**src/rtl/prbs_pkg.sv**
```systemverilog
// prbs_pkg: shared constants and types for the PRBS checker slice.
//   - prbs_state_e : checker FSM encoding (hunt / verify / locked)
//   - Prbs7Taps    : PRBS7 feedback mask, next bit = s[6] ^ s[5]
//   - Def*         : default checker parameters
package prbs_pkg;

  typedef enum logic [1:0] {
    StHunt,
    StVerify,
    StLocked
  } prbs_state_e;

  localparam int unsigned PrbsWidth     = 7;
  localparam logic [6:0]  Prbs7Taps     = 7'h60;
  localparam int unsigned DefLockCnt    = 16;
  localparam int unsigned DefLossWin    = 64;
  localparam int unsigned DefLossThresh = 8;
  localparam int unsigned DefErrCntW    = 16;

endpackage

```
**src/rtl/prbs_lfsr.sv**
```systemverilog
// prbs_lfsr: Fibonacci LFSR with a selectable shift-in source.
//   clk, rst_n : clock, async active-low reset (state clears to 0)
//   shift_en   : advance the register this cycle
//   sel_ext    : 1 = shift in ext_bit, 0 = shift in own prediction (free-run)
//   ext_bit    : external bit to shift in
//   pred       : predicted next bit, ^(state & TAPS)
//   state_next : value the register takes if shifted this cycle
// Shared with the generator block, so it carries no checker-specific logic.
module prbs_lfsr
  import prbs_pkg::*;
#(
  parameter int unsigned      WIDTH = PrbsWidth,
  parameter logic [WIDTH-1:0] TAPS  = WIDTH'(Prbs7Taps)
) (
  input  logic             clk,
  input  logic             rst_n,
  input  logic             shift_en,
  input  logic             sel_ext,
  input  logic             ext_bit,
  output logic             pred,
  output logic [WIDTH-1:0] state_next
);

  logic [WIDTH-1:0] state_q;
  logic             shift_in;

  assign pred       = ^(state_q & TAPS);
  assign shift_in   = sel_ext ? ext_bit : pred;
  assign state_next = {state_q[WIDTH-2:0], shift_in};

  always_ff @(posedge clk or negedge rst_n) begin
    if (!rst_n) begin
      state_q <= '0;
    end else if (shift_en) begin
      state_q <= state_next;
    end
  end

endmodule

```
**config.mk**
```make
export PLATFORM = sky130hd
export DESIGN_NAME = prbs_lfsr
export DESIGN_NICKNAME = d
export VERILOG_FILES = /design/src/rtl/prbs_pkg.sv /design/src/rtl/prbs_lfsr.sv
export SDC_FILE = /design/constraint.sdc
export NUM_CORES = 1
export LEC_CHECK = 0
export BUFFER_PORTS_ARGS = -buffer_cell sky130_fd_sc_hd__buf_2
export CAP_MARGIN = 5
export CORE_AREA = 8 8 45 47
export DETAILED_ROUTE_END_ITERATION = 16
export DIE_AREA = 0 0 53 55
export PLACE_DENSITY = 0.63
export SYNTH_ARGS = -nofsm -noshare
export SYNTH_HDL_FRONTEND = slang
export SYNTH_SLANG_ARGS = --single-unit
```
**constraint.sdc**
```tcl
create_clock -name clk -period 1.97 [get_ports clk]
set_clock_uncertainty 0.15 [all_clocks]
set_input_delay 0.2955 -clock clk [delete_from_list [all_inputs] [get_ports clk]]
set_output_delay 0.2955 -clock clk [all_outputs]
set_load 0.05 [all_outputs]
```
Word level (Yosys, flattened, before mapping):

Index checks and enable logic that the tools add are counted.

* mux-type cells: 1
* reductions and logical operators: 1

Operator list (count)
* $reduce_xor 7->1: 1
* $mux 1: 1

* flip-flop bits (word level): 7
* input port bits: 5
* output and inout port bits: 8

Logic depth before layout (Yosys ltp):

* depth in word-level cells: 2
* mapped depth: 3
* depth with buffers taken out: 2

Worst setup path after synthesis:

Ideal clock, no wire load.

* path type: register -> output
* from: register state_q[5]
* to: output state_next[0]
* arrival time: 0.918 ns
* path slack: 0.607 ns
* stages on the path, launching flop included: 4
* path through: dfrtp_1 xnor2_1 mux2i_1 buf_4

* word-level cells in the longest chain between the ends: 2

Ends and longest elaborated chain
* start: declaration: line prbs_lfsr.sv:24 `logic [WIDTH-1:0] state_q;`
* start signal: assignment: line prbs_lfsr.sv:35 `state_q <= state_next;`
* $reduce_xor 7->1: line prbs_lfsr.sv:27 `assign pred = ^(state_q & TAPS);`
* $mux 1: line prbs_lfsr.sv:28 `assign shift_in = sel_ext ? ext_bit : pred;`
* end: declaration: line prbs_lfsr.sv:21 `output logic [WIDTH-1:0] state_next`

No other way between the ends.

Final worst setup path:

Same ends and word-level chain as after synthesis.

==> report_table.html <==
<table>
<tr><th>Metric</th><th>Value</th></tr>
<tr><th colspan="2">Final layout</th></tr>
<tr><td>Fraction of layout cells with a size suffix above 1</td><td>0.579</td></tr>
<tr><td>Most common cell after layout, fill and taps aside</td><td>buf_2</td></tr>
<tr><td>Register with the most flip-flops</td><td>state_q</td></tr>
<tr><td>Leading registers by flop count</td><td>state_q x7</td></tr>
<tr><td>Area Overhead vs Synth</td><td>13.6%</td></tr>
<tr><td>Max reg flops</td><td>7</td></tr>
<tr><td>Layout net count</td><td>44</td></tr>
<tr><td>Commonest non-fill, non-tap cells in the layout</td><td>buf_2 (12), dfrtp_1 (7), mux2_4 (6), clkbuf_4 (3)</td></tr>
<tr><td>Filler instances</td><td>roughly 150</td></tr>
<tr><td>Count of antenna diodes in the layout</td><td>0</td></tr>
<tr><td>Area of all placed cells without fillers</td><td>between 400 and 500 sq um</td></tr>
<tr><th colspan="2">Routing</th></tr>
<tr><td>ANT nets after route</td><td>0</td></tr>
<tr><td>Routed via count divided by cell count</td><td>4.00</td></tr>
<tr><td>Total vias in the final route</td><td>about 220</td></tr>
<tr><td>Iteration count of the initial detailed-routing pass</td><td>2</td></tr>
<tr><td>First-iteration detailed-routing DRC count</td><td>1</td></tr>
<tr><td>Total detailed-routing wirelength</td><td>about 630 um</td></tr>
<tr><td>Routed WL per cell</td><td>about 12 um</td></tr>
<tr><td>DRC Markers</td><td>0</td></tr>
<tr><th colspan="2">STA</th></tr>
<tr><td>Measured slew at the worst slew-check pin</td><td>between 0.3 and 0.4 ns</td></tr>
<tr><td>Min Clock Period, post-route</td><td>between 1.5 and 2 ns</td></tr>
<tr><td>Final setup violation count</td><td>0</td></tr>
<tr><td>Number of max-slew violations in the final report</td><td>0</td></tr>
<tr><td>Period utilisation layout</td><td>0.880</td></tr>
<tr><td>PnR worst setup slack</td><td>0.236 ns</td></tr>
<tr><td>Hold WS</td><td>~0.18 ns</td></tr>
<tr><td>Hold violation total from the final report</td><td>0</td></tr>
<tr><td>Final total negative setup slack</td><td>0 ns</td></tr>
<tr><td>RSZ-0062 raised after global routing</td><td>false</td></tr>
<tr><td>Max Clock Freq</td><td>~0.58 GHz</td></tr>
<tr><td>Relative slew slack</td><td>0.791</td></tr>
<tr><th colspan="2">Die</th></tr>
<tr><td>Cell row count</td><td>14</td></tr>
<tr><td>Core area</td><td>about 1400 sq um</td></tr>
<tr><td>Die Span X</td><td>53 um</td></tr>
<tr><td>Num ports</td><td>13</td></tr>
<tr><td>Die area</td><td>2920 sq um</td></tr>
<tr><td>Die height</td><td>approximately 55 um</td></tr>
<tr><td>Initial core utilization</td><td>0.278</td></tr>
<tr><th colspan="2">Synthesis</th></tr>
<tr><td>Synthesis warning total</td><td>0</td></tr>
<tr><td>Share of Yosys cell area claimed by the top area cell type</td><td>0.455</td></tr>
<tr><td>Mux cell area share after synthesis</td><td>0.260</td></tr>
<tr><td>Combined area of all synthesized cells</td><td>385 sq um</td></tr>
<tr><td>Largest cells by area after synthesis</td><td>dfrtp_1 (45%), mux2_4 (23%), buf_4 (14%)</td></tr>
<tr><td>Largest area contributor in the synthesized netlist</td><td>dfrtp_1</td></tr>
<tr><td>Share of synthesized area occupied by flip-flops and latches</td><td>0.455</td></tr>
<tr><td>Synthesis-stage register bit count</td><td>7</td></tr>
<tr><td>Syn_nets</td><td>34</td></tr>
<tr><td>Mean cell area of the mapped netlist</td><td>roughly 13 sq um</td></tr>
<tr><td>Number of instances in the synthesized netlist</td><td>29</td></tr>
<tr><td>Adder-cell share of the synthesized area</td><td>0</td></tr>
<tr><td>Area fraction in and, or, nand and nor cells after synthesis</td><td>0.0455</td></tr>
<tr><td>Compound-cell area share of the yosys netlist</td><td>0.0325</td></tr>
<tr><td>Xor-xnor portion of the synthesized cell area</td><td>0.0227</td></tr>
<tr><td>Count of cell types in the netlist</td><td>10</td></tr>
<tr><td>Main combinational cell family by area after synthesis</td><td>multiplexers</td></tr>
<tr><th colspan="2">CTS</th></tr>
<tr><td>Clock slew seen by the registers of the worst setup and hold paths</td><td>0.05 ns</td></tr>
<tr><td>Root buffer cell</td><td>clkbuf_4</td></tr>
<tr><td>Clk_lat worst skew</td><td>roughly 0.24 ns</td></tr>
<tr><td>Number of instances resized during post-cts repair</td><td>0</td></tr>
<tr><td>Number of sinks driven by the clock tree</td><td>7</td></tr>
<tr><td>Deepest clock path buffer count</td><td>2</td></tr>
<tr><td># H-tree levels</td><td>1</td></tr>
<tr><td>CTS tree</td><td>yes</td></tr>
<tr><td>Post-CTS repair timing setup buffer count</td><td>0</td></tr>
<tr><td>Clock buffer count from CTS</td><td>3</td></tr>
<tr><th colspan="2">Status</th></tr>
<tr><td>Run status</td><td>finished, final reports clean</td></tr>
<tr><th colspan="2">Setup path</th></tr>
<tr><td>Crit path required time</td><td>1.52 ns</td></tr>
<tr><td>Startpoint type of the worst setup path</td><td>flip-flop</td></tr>
<tr><td>Maximum fanout count along the critical path</td><td>4</td></tr>
<tr><td>Endpoint class of the critical path</td><td>output port</td></tr>
<tr><td>Category of the most critical setup path</td><td>reg -&gt; out</td></tr>
<tr><td>Arrival time worst endpoint</td><td>about 1.3 ns</td></tr>
<tr><th colspan="2">Placed design</th></tr>
<tr><td>Routability-driven placement congestion ratio</td><td>just under 0.6</td></tr>
<tr><td>Buffers on Ports</td><td>12</td></tr>
<tr><td>Worst slack at placement</td><td>around 0.50 ns</td></tr>
<tr><td>Placement Cell Area</td><td>around 400 sq um</td></tr>
<tr><th colspan="2">Global route</th></tr>
<tr><td>Total routing resource utilization after global routing</td><td>0.0516</td></tr>
<tr><td>Global-route wire length before repair</td><td>about 1100 um</td></tr>
<tr><td>Antenna violations before repair</td><td>0</td></tr>
<tr><td>Global-route congestion overflow total</td><td>0</td></tr>
<tr><td>Vias in the first global route</td><td>about 250</td></tr>
<tr><td>Pin count of the biggest net entering global routing</td><td>10</td></tr>
<tr><th colspan="2">Worst hold path</th></tr>
<tr><td>Hold WC Path Type</td><td>in -&gt; reg</td></tr>
<tr><th colspan="2">Run</th></tr>
<tr><td>Max Cap Violations</td><td>0</td></tr>
</table>
stage by stage:
stage / instances / util
after floorplan: 29 / -
after global placement: 49 / 0.290
after detailed placement: 49 / 0.290
after CTS: 54 / 0.316
after global routing: 54 / 0.316
final: 54 / 0.316
worst paths after layout:
check	from	end	slack [ns]	cells after the start
min in group asynchronous	rst_n	state_q[4]	0.27	2
worst max-delay path	state_q[5]	state_next[0]	0.24	3
worst min-delay path	ext_bit	state_q[0]	0.18	3
worst max register to register	state_q[5]	state_q[0]	0.87	2
worst min register to register	state_q[0]	state_q[0]	0.37	2
max in group asynchronous	rst_n	state_q[3]	1.25	2
routing by layer:
| layer | routed length, um | track usage |
|---|---|---|
| met1 | 281 | 0.0555 |
| met2 | 251 | 0.0664 |
| met3 | 99 | 0.0401 |
| met4 | 0 | 0.0388 |
| met5 | 0 | 0 |
layout make-up:
type	count	area [sq um]	share of cell area
repair buffers	13	70.1	0.160
flip-flops and latches	7	175	0.400
well taps	16	20.0	0.0457
multi-input cells	12	139	0.317
clock buffers	4	26.3	0.0600
inverters	2	7.51	0.0171
synthesized netlist by cell type:
| cell type | n |
|---|---|
| nand2b_1 | 2 |
| mux2i_1 | 1 |
| dfrtp_1 | 7 |
| mux2_4 | 6 |
| inv_1 | 2 |
| o211ai_2 | 1 |
| nand3_1 | 1 |
| buf_6 | 1 |
| buf_4 | 7 |
| xnor2_1 | 1 |
logic make-up (layout without fill, tap and decap cells):
family | count (synthesis) | count (layout)
mux | 7 | 7
compound gates | 1 | 1
buf+inv | 10 | 19
simple gates | 3 | 3
flops | 7 | 7
xor+xnor | 1 | 1
critical path: stages, from the launching register on:
cell	delay [ns]
dfrtp_1	0.41
xnor2_1	0.29
mux2i_1	0.11
buf_2	0.22
what timing repair did:
item                                    4_1_cts  5_1_grt
hold endpoints to repair                      7        0
endpoints found under the setup margin        0        0
hold buffers                                  1        0
Power is not shown: default switching activity piles up to over one toggle a cycle in this logic, so the estimate is an artifact.
